===== src/rtl/i2s_tx_if.sv =====
// Sample-pair handshake between the PCM source and the I2S serialiser.
// One pair (left/right) is transferred per cycle when in_valid && in_ready.
interface i2s_tx_if #(
  parameter int SAMPLE_W = 16
);
  logic [SAMPLE_W-1:0] in_left;
  logic [SAMPLE_W-1:0] in_right;
  logic                in_valid;
  logic                in_ready;

  modport master (
    output in_left,
    output in_right,
    output in_valid,
    input  in_ready
  );

  modport slave (
    input  in_left,
    input  in_right,
    input  in_valid,
    output in_ready
  );
endinterface


===== src/rtl/i2s_tx.sv =====
// Philips I2S transmitter: one-pair holding register feeding a frame shifter, MSB first,
// WS leading the MSB by one BCK; outputs registered, in_ready is the only combinational output.
module i2s_tx #(
  parameter int SAMPLE_W = 16,
  parameter int SLOT_W   = 32,
  parameter int BCK_DIV  = 4
) (
  input  logic      clk,
  input  logic      resetb,
  input  logic      enable,
  input  logic      mute,
  input  logic      underrun_clr,
  i2s_tx_if.slave   smp,
  output logic      i2s_bck,
  output logic      i2s_ws,
  output logic      i2s_d0,
  output logic      frame_strobe,
  output logic      underrun
);

  localparam int FRAME_W = 2 * SLOT_W;
  localparam int BIT_W   = $clog2(FRAME_W);
  localparam int DIV_W   = $clog2(BCK_DIV);

  localparam logic [DIV_W-1:0] DIV_LAST = DIV_W'(BCK_DIV - 1);
  localparam logic [DIV_W-1:0] DIV_HALF = DIV_W'(BCK_DIV / 2);
  localparam logic [BIT_W-1:0] BIT_LAST = BIT_W'(FRAME_W - 1);
  localparam logic [BIT_W-1:0] WS_RISE  = BIT_W'(SLOT_W - 1);
  localparam logic [BIT_W-1:0] WS_FALL  = BIT_W'(FRAME_W - 2);

  typedef enum logic {
    IDLE = 1'b0,
    RUN  = 1'b1
  } state_t;

  state_t              state_q, state_d;
  logic [DIV_W-1:0]    div_cnt_q, div_cnt_d;
  logic [BIT_W-1:0]    bit_cnt_q, bit_cnt_d;
  logic                hold_full_q, hold_full_d;
  logic [SAMPLE_W-1:0] hold_l_q, hold_l_d;
  logic [SAMPLE_W-1:0] hold_r_q, hold_r_d;
  logic [FRAME_W-1:0]  shift_q, shift_d;
  logic                underrun_q, underrun_d;
  logic                frame_strobe_q, frame_strobe_d;
  logic                bck_q, bck_d;
  logic                ws_q, ws_d;
  logic                d0_q, d0_d;

  logic                at_boundary;
  logic                load_now;
  logic                in_ready;
  logic                accept;
  logic [FRAME_W-1:0]  load_frame;

  always_comb begin
    at_boundary = (state_q == RUN) && (div_cnt_q == DIV_LAST) && (bit_cnt_q == BIT_LAST);
    load_now    = enable && ((state_q == IDLE) || at_boundary);
    in_ready    = !hold_full_q || load_now;
    accept      = smp.in_valid && in_ready;
  end

  assign smp.in_ready = in_ready;

  // Frame image: left slot in the upper half, right slot in the lower half, each left-justified.
  always_comb begin
    load_frame                       = '0;
    load_frame[FRAME_W-1 -: SAMPLE_W] = hold_l_q;
    load_frame[SLOT_W-1 -: SAMPLE_W]  = hold_r_q;
  end

  always_comb begin
    state_d        = state_q;
    div_cnt_d      = div_cnt_q;
    bit_cnt_d      = bit_cnt_q;
    shift_d        = shift_q;
    hold_full_d    = hold_full_q;
    hold_l_d       = hold_l_q;
    hold_r_d       = hold_r_q;
    underrun_d     = underrun_q;
    frame_strobe_d = 1'b0;

    if (underrun_clr) begin
      underrun_d = 1'b0;
    end

    if (load_now) begin
      state_d        = RUN;
      div_cnt_d      = '0;
      bit_cnt_d      = '0;
      frame_strobe_d = 1'b1;
      if (hold_full_q) begin
        shift_d     = load_frame;
        hold_full_d = 1'b0;
      end else begin
        shift_d    = '0;
        underrun_d = 1'b1;
      end
    end else if (at_boundary) begin
      state_d   = IDLE;
      div_cnt_d = '0;
      bit_cnt_d = '0;
      shift_d   = '0;
    end else if (state_q == RUN) begin
      if (div_cnt_q == DIV_LAST) begin
        div_cnt_d = '0;
        bit_cnt_d = bit_cnt_q + 1'b1;
        shift_d   = {shift_q[FRAME_W-2:0], 1'b0};
      end else begin
        div_cnt_d = div_cnt_q + 1'b1;
      end
    end

    // An accept in the load cycle refills the slot the shifter just drained.
    if (accept) begin
      hold_l_d    = smp.in_left;
      hold_r_d    = smp.in_right;
      hold_full_d = 1'b1;
    end
  end

  // Pins are decoded from next-state counters so they line up with the registered state.
  always_comb begin
    bck_d = (state_d == RUN) && (div_cnt_d >= DIV_HALF);
    ws_d  = (state_d == RUN) && (bit_cnt_d >= WS_RISE) && (bit_cnt_d <= WS_FALL);
    d0_d  = (state_d == RUN) && !mute && shift_d[FRAME_W-1];
  end

  always_ff @(posedge clk) begin
    if (!resetb) begin
      state_q        <= IDLE;
      div_cnt_q      <= '0;
      bit_cnt_q      <= '0;
      shift_q        <= '0;
      hold_full_q    <= 1'b0;
      hold_l_q       <= '0;
      hold_r_q       <= '0;
      underrun_q     <= 1'b0;
      frame_strobe_q <= 1'b0;
      bck_q          <= 1'b0;
      ws_q           <= 1'b0;
      d0_q           <= 1'b0;
    end else begin
      state_q        <= state_d;
      div_cnt_q      <= div_cnt_d;
      bit_cnt_q      <= bit_cnt_d;
      shift_q        <= shift_d;
      hold_full_q    <= hold_full_d;
      hold_l_q       <= hold_l_d;
      hold_r_q       <= hold_r_d;
      underrun_q     <= underrun_d;
      frame_strobe_q <= frame_strobe_d;
      bck_q          <= bck_d;
      ws_q           <= ws_d;
      d0_q           <= d0_d;
    end
  end

  assign i2s_bck      = bck_q;
  assign i2s_ws       = ws_q;
  assign i2s_d0       = d0_q;
  assign frame_strobe = frame_strobe_q;
  assign underrun     = underrun_q;

endmodule


===== src/flat_wrapper.sv =====
// flat-port wrapper written by rule: the top's interface ports become plain ports
module i2s_tx_flat 
#(
  parameter int SAMPLE_W = 16,
  parameter int SLOT_W   = 32,
  parameter int BCK_DIV  = 4
)
  (clk, resetb, enable, mute, underrun_clr, i2s_bck, i2s_ws, i2s_d0, frame_strobe, underrun, smp_in_left, smp_in_right, smp_in_valid, smp_in_ready);
  i2s_tx_if #(.SAMPLE_W(SAMPLE_W)) smp_i ();
  input  logic clk;
  input  logic resetb;
  input  logic enable;
  input  logic mute;
  input  logic underrun_clr;
  output logic i2s_bck;
  output logic i2s_ws;
  output logic i2s_d0;
  output logic frame_strobe;
  output logic underrun;
  input wire logic [$bits(smp_i.in_left)-1:0] smp_in_left;
  input wire logic [$bits(smp_i.in_right)-1:0] smp_in_right;
  input wire logic [$bits(smp_i.in_valid)-1:0] smp_in_valid;
  output wire logic [$bits(smp_i.in_ready)-1:0] smp_in_ready;
  assign smp_i.in_left = smp_in_left;
  assign smp_i.in_right = smp_in_right;
  assign smp_i.in_valid = smp_in_valid;
  assign smp_in_ready = smp_i.in_ready;
  i2s_tx #(.SAMPLE_W(SAMPLE_W), .SLOT_W(SLOT_W), .BCK_DIV(BCK_DIV)) u_core (.clk(clk), .resetb(resetb), .enable(enable), .mute(mute), .underrun_clr(underrun_clr), .smp(smp_i), .i2s_bck(i2s_bck), .i2s_ws(i2s_ws), .i2s_d0(i2s_d0), .frame_strobe(frame_strobe), .underrun(underrun));
endmodule

===== config.mk =====
export PLATFORM = sky130hd
export DESIGN_NAME = i2s_tx_flat
export DESIGN_NICKNAME = d
export VERILOG_FILES = /design/src/rtl/i2s_tx_if.sv /design/src/rtl/i2s_tx.sv /design/src/flat_wrapper.sv
export SDC_FILE = /design/constraint.sdc
export NUM_CORES = 1
export LEC_CHECK = 0
export BUFFER_PORTS_ARGS = -buffer_cell sky130_fd_sc_hd__buf_2
export CORE_MARGIN = 5
export CORE_UTILIZATION = 35
export CTS_CLUSTER_DIAMETER = 80
export CTS_CLUSTER_SIZE = 14
export DETAILED_ROUTE_END_ITERATION = 7
export GPL_TIMING_DRIVEN = 0
export HOLD_SLACK_MARGIN = 0.06
export PLACE_DENSITY_LB_ADDON = 0.08
export SYNTH_ARGS = -nofsm -noshare
export SYNTH_HDL_FRONTEND = slang
export SYNTH_SLANG_ARGS = --single-unit

===== constraint.sdc =====
create_clock -name clk -period 2.6 [get_ports clk]
set_clock_uncertainty 0.05 [all_clocks]
set_input_delay 0.26 -clock clk [delete_from_list [all_inputs] [get_ports clk]]
set_output_delay 0.26 -clock clk [all_outputs]
set_load 0.01 [all_outputs]

* Word-level counts from Yosys, hierarchy flattened
Cells that the tools add are included.
** Word-level totals
- Register bits after elaboration :: 111
- Bits of input ports :: 38
- Output and inout bits :: 6
- Logic and storage cells :: 59
** Cells by class
- $add $sub $neg :: 2
- $lt $le $gt $ge :: 3
- Equality and inequality tests :: 2
- Muxes and demuxes :: 21
- Bitwise operators :: 1
- Reduce and logical (&&, ||, !) cells :: 17
** Operators by type and width (number)
- 64-bit 2-to-1 mux :: 5
- 6-bit 2-to-1 mux :: 4
- 1-bit logical AND :: 9
- 1-bit 2-to-1 mux :: 8
- 2-bit 2-to-1 mux :: 4
- 6-bit by 1-bit adder with 6-bit output (second input constant) :: 1
- 6-bit equality test (second input constant) :: 1
- 6-bit by 5-bit greater-or-equal comparator with 1-bit output (second input constant) :: 1
- 6-bit <= comparator (second input constant) :: 1
- 3-bit nonzero test :: 2
- 2-bit by 1-bit adder with 2-bit output (second input constant) :: 1
- 2-bit equality test (second input constant) :: 1
- 2-bit greater-or-equal comparator (second input constant) :: 1
- 1-bit logical NOT :: 2
- 1-bit logical OR :: 2
- 2-bit AND reduction :: 1
- 2-bit nonzero test :: 1
- 1-bit inverter :: 1

* Logic depth before layout (Yosys ltp)
- Depth after elaboration :: 9
- Gate-level depth with buffers :: 8
- Depth with buffers taken out :: 5

* Least setup slack after synthesis
No wires, ideal clock.
- Kind :: register -> register
- Start point :: register u_core.div_cnt_q[0]
- End point :: register u_core.ws_q, in the netlist u_core.i2s_ws
- Library setup time :: 0.072 ns
- Data arrival time :: 1.592 ns
- Required time :: 2.478 ns
- Path slack :: 0.887 ns
- Stages on the path, launching flop included :: 6
- Buffers on the path :: 0
- Period minus slack after synthesis :: 1.713 ns
- Cell sequence :: dfxtp_1 > ha_1 > and4_2 > a211oi_4 > or4b_1 > mux2i_1
** Between the ends
- Word-level cells in the longest chain between the ends :: 9
- Elaborated cells between the ends (all ways) :: 15
- Classes of those cells :: order compare: 2; eq/ne: 1; mux: 6; reduce/logical: 6
** RTL lines
- from (decl) :: RTL line i2s_tx.sv:37 : logic [DIV_W-1:0] div_cnt_q, div_cnt_d;
- from (signal assigned) :: RTL line i2s_tx.sv:144 : div_cnt_q <= div_cnt_d;
- 2-bit equality test (*) :: RTL line i2s_tx.sv:56, i2s_tx.sv:104
- branches (longest 7 deep; another with 6-bit by 5-bit greater-or-equal comparator with 1-bit output)
- 1-bit logical AND (*) :: RTL line i2s_tx.sv:124 : ws_d = (state_d == RUN) && (bit_cnt_d >= WS_RISE) && (bit_cnt_d <= WS_FALL);
- to (signal assigned) :: RTL line i2s_tx.sv:153 : ws_q <= ws_d;
- to (decl) :: RTL line i2s_tx.sv:46 : logic ws_q, ws_d;
Mark *: on every way between the ends.
A chain may end at the register's enable or synchronous reset.

* Worst setup path in the final report
- Start point :: register u_core.div_cnt_q[0]
- End point :: output smp_in_ready
** Between the ends
- Word-level cells in the longest chain between the ends :: 6
** RTL lines
- 2-bit equality test :: RTL line i2s_tx.sv:56 : at_boundary = (state_q == RUN) && (div_cnt_q == DIV_LAST) && (bit_cnt_q == BIT_LAST);
- 1-bit logical AND (2 in series) :: RTL line i2s_tx.sv:56
- 1-bit logical OR :: RTL line i2s_tx.sv:57 : load_now = enable && ((state_q == IDLE) || at_boundary);
- 1-bit logical AND :: RTL line i2s_tx.sv:57
- 1-bit logical OR :: RTL line i2s_tx.sv:58 : in_ready = !hold_full_q || load_now;
- to (decl) :: RTL line flat_wrapper.sv:23 : output wire logic [$bits(smp_i.in_ready)-1:0] smp_in_ready;
No other way between the ends.

==> flow_summary.json <==
{
  "antenna_found_initial": 0,
  "die_x_um": 122,
  "wirelength_mm": 10.4,
  "fin_crit_sh": 0.868,
  "portBuffers": 43,
  "yosysTopAreaCellShare": 0.499,
  "route.met2.wl_mm": 4.94,
  "crit_fanout": 10,
  "vias": 3638,
  "syn_to_final_growth_pct": 17.6,
  "slew_headroom": 0.649,
  "drt_iter0_markers": 221,
  "synth_top_family_by_area": "compound AO/OA/AOI/OAI gates",
  "avgSynthCellArea_um2": 8.81,
  "layout-drive-gt1-share": 0.162,
  "synth_nets": 541,
  "finalSetupViolCount": 0,
  "tightest_slew_ps": 527,
  "seq_area_um2": 2200,
  "timing.fmax_mhz": 443,
  "synth_adder_area_share": 0.00567,
  "synth_xor_area_frac": 0.00992,
  "nets": 596,
  "cts.sinks": 110,
  "fp.dieH_um": 122,
  "tritoncts": "yes",
  "setup_tns_ps": 0,
  "setup.worst_path.class": "flop to primary output",
  "wl_met1_mm": 4.96,
  "p_leak_nw": 2.04,
  "synth_area_um2": 4420,
  "power.density_nw_per_um2": 697,
  "drt_drc_violations_left": 0,
  "num_io_pins": 44,
  "fin_cells": 733,
  "finalHoldViolations": 0,
  "cts_root_buffer": "clkbuf_16",
  "status": "complete, no violations",
  "hp-class": "primary input to flop",
  "min_period_ps": 2260,
  "yosys-top-cells-area": "dfxtp_1 (50%), mux2i_1 (7.7%), a21oi_1 (7.5%)",
  "via_per_inst": 4.96,
  "clk_path_buf_depth": 2,
  "grt_pass1_wl_mm": 17.7,
  "pre_cts_slack_ps": 477,
  "num_antenna_cells": 0,
  "route.met3.wl_um": 325,
  "cts_setup_buffers": 0,
  "syn_inst": 501,
  "end_kind": "primary output",
  "worst_setup_hold_path_clk_slew_ps": 70,
  "clk_latency_ps": 350,
  "n_fill_cell": 1338,
  "synth-simple-area-share": 0.169,
  "place_inst": 716,
  "gp_congestion": 0.786,
  "drv_slew": 0,
  "grt_pass1_vias": 3582,
  "grt_max_degree": 17,
  "wl_per_cell_um": 14.1,
  "rsz0062_at_grt": "false",
  "cap_violations": 0,
  "ys_seq_area_frac": 0.499,
  "ys_ff_latch": 110,
  "track_usage": 0.149,
  "core_area_um2": 12500,
  "cts.htree.levels": 3,
  "rows": 41,
  "muxShareOfSynthArea": 0.0796,
  "synth_cell_type_count": 42,
  "dp_hpwl_mm": 7.42,
  "dieArea_um2": 15000,
  "total_power_mw": 3.62,
  "crit_required_ps": 2290,
  "arrival_ps": 1950,
  "start_util": 0.353,
  "fin_ws_ps": 343,
  "first_pass_iters": 4,
  "yosys_warnings": 0,
  "peakVddDrop_uv": 465,
  "synth_largest_area_cell": "dfxtp_1",
  "startpoint_type": "flop",
  "cts_made_buffers": 9,
  "grt_overflow": 0,
  "synth_compound_area_frac": 0.184,
  "ant_nets": 0,
  "multi_input_area_um2": 1980,
  "top_layer": "met4"
}
==> cell usage in the layout (no fill, tap or decap), drive strengths merged, types with 2 or more instances in the layout <==
master  synthesis  final
a21oi          66     66
nand3          36     36
buf            21     64
o21ai          32     32
nor2           42     42
and2            2      2
and4            2      2
mux2i          34     34
dfxtp         110    110
xor2            2      2
xnor2           3      3
nand2          70     70
o21a            3      3
inv             3      3
a22oi          30     30
bufinv          0      2
clkbuf         23     36
ha              2      2
and4b           2      2
nand4           2      2
==> critical path, cell delays in order, from the launching register on <==
cell and delay (ps):
dfxtp_1 350, ha_1 310, nand4_2 230, o21ai_4 370, nand2b_1 190, buf_2 150
==> report_power, final <==
part / internal [mW] / total (mW) / switching, mW
sequential: 1.76 / 1.80 / 0.0392
combinational: 0.118 / 0.299 / 0.181
clock: 0.922 / 1.52 / 0.603
==> state kept, by name, summed over array words and instances, names as in the netlist <==
name and count:
u_core.frame_strobe 1, u_core.i2s_bck 1, u_core.underrun 1, u_core.state_q 1, u_core.i2s_ws 1, u_core.shift_q 63, u_core.hold_r_q 16, u_core.hold_l_q 16
u_core.hold_full_q 1, u_core.div_cnt_q 2, u_core.i2s_d0 1, u_core.bit_cnt_q 6
==> Yosys cell counts (all sizes together) <==
| cell | n |
|---|---|
| o31ai | 1 |
| and2b | 1 |
| a31oi | 1 |
| xnor2 | 3 |
| o221ai | 1 |
| buf | 21 |
| and3 | 1 |
| inv | 3 |
| dfxtp | 110 |
| ha | 2 |
| xor2 | 2 |
| a211oi | 1 |
| a22o | 1 |
| nor2 | 42 |
| and2 | 2 |
| nand2 | 70 |
| a21oi | 66 |
| or4b | 1 |
| and4b | 2 |
| and4 | 2 |
| nand3 | 36 |
| or2 | 1 |
| or2b | 1 |
| nand4 | 2 |
| a22oi | 30 |
| mux2 | 1 |
| o21a | 3 |
| nor2b | 1 |
| clkbuf | 23 |
| nor3b | 1 |
| nor3 | 1 |
| nand2b | 1 |
| o21ai | 32 |
| a32oi | 1 |
| mux2i | 34 |
==> worst paths after layout <==
path	start	end	slack, ps	cells past startpoint
setup / recovery	u_core.div_cnt_q[0]	smp_in_ready	340	5
hold / removal	smp_in_left[0]	u_core.hold_l_q[0]	100	3
setup reg to reg	u_core.div_cnt_q[0]	u_core.hold_r_q[11]	480	7
hold reg to reg	u_core.hold_l_q[3]	u_core.hold_l_q[3]	410	2
==> per-stage QoR <==
stage                     area, µm²  hold slack [ps]   util
after global placement         4850              374  0.387
final                          5190             95.3  0.415
after detailed placement       4850              375  0.387
after global routing           5190             85.2  0.415
after CTS                      5190             85.0  0.415
after floorplan                4420              286      -
==> final cells by class <==
cell class | instances | share of cell area
tap | 172 | 0.0415
inverter | 3 | 0.00217
sequential | 110 | 0.424
clock inverter | 3 | 0.0125
buffer | 44 | 0.0436
timing repair buffer | 44 | 0.0434
multi-input combinational | 344 | 0.381
clock buffer | 13 | 0.0521
==> metal layers <==
metal,GRT usage,up-vias
li1,-,1855
met3,0.0392,10
met4,0.0441,0
met5,0,-
met1,0.197,1724
met2,0.239,49
==> kinds of logic after synthesis <==
kind of cell               Yosys count
and+or+nand+nor                    165
adders and majority gates            2
xor gates and xnor gates             5
DFF                                110
AOI/OAI and AO/OA                  137
buffers and inverters               47
muxes                               35
==> repair_timing <==
item                                    in CTS  in global routing
hold buffers                                 1                  0
gates resized for setup                      0                  0
hold endpoints to repair                     1                  0
endpoints found under the setup margin       0                  0
(Power assumes the default switching activity.)
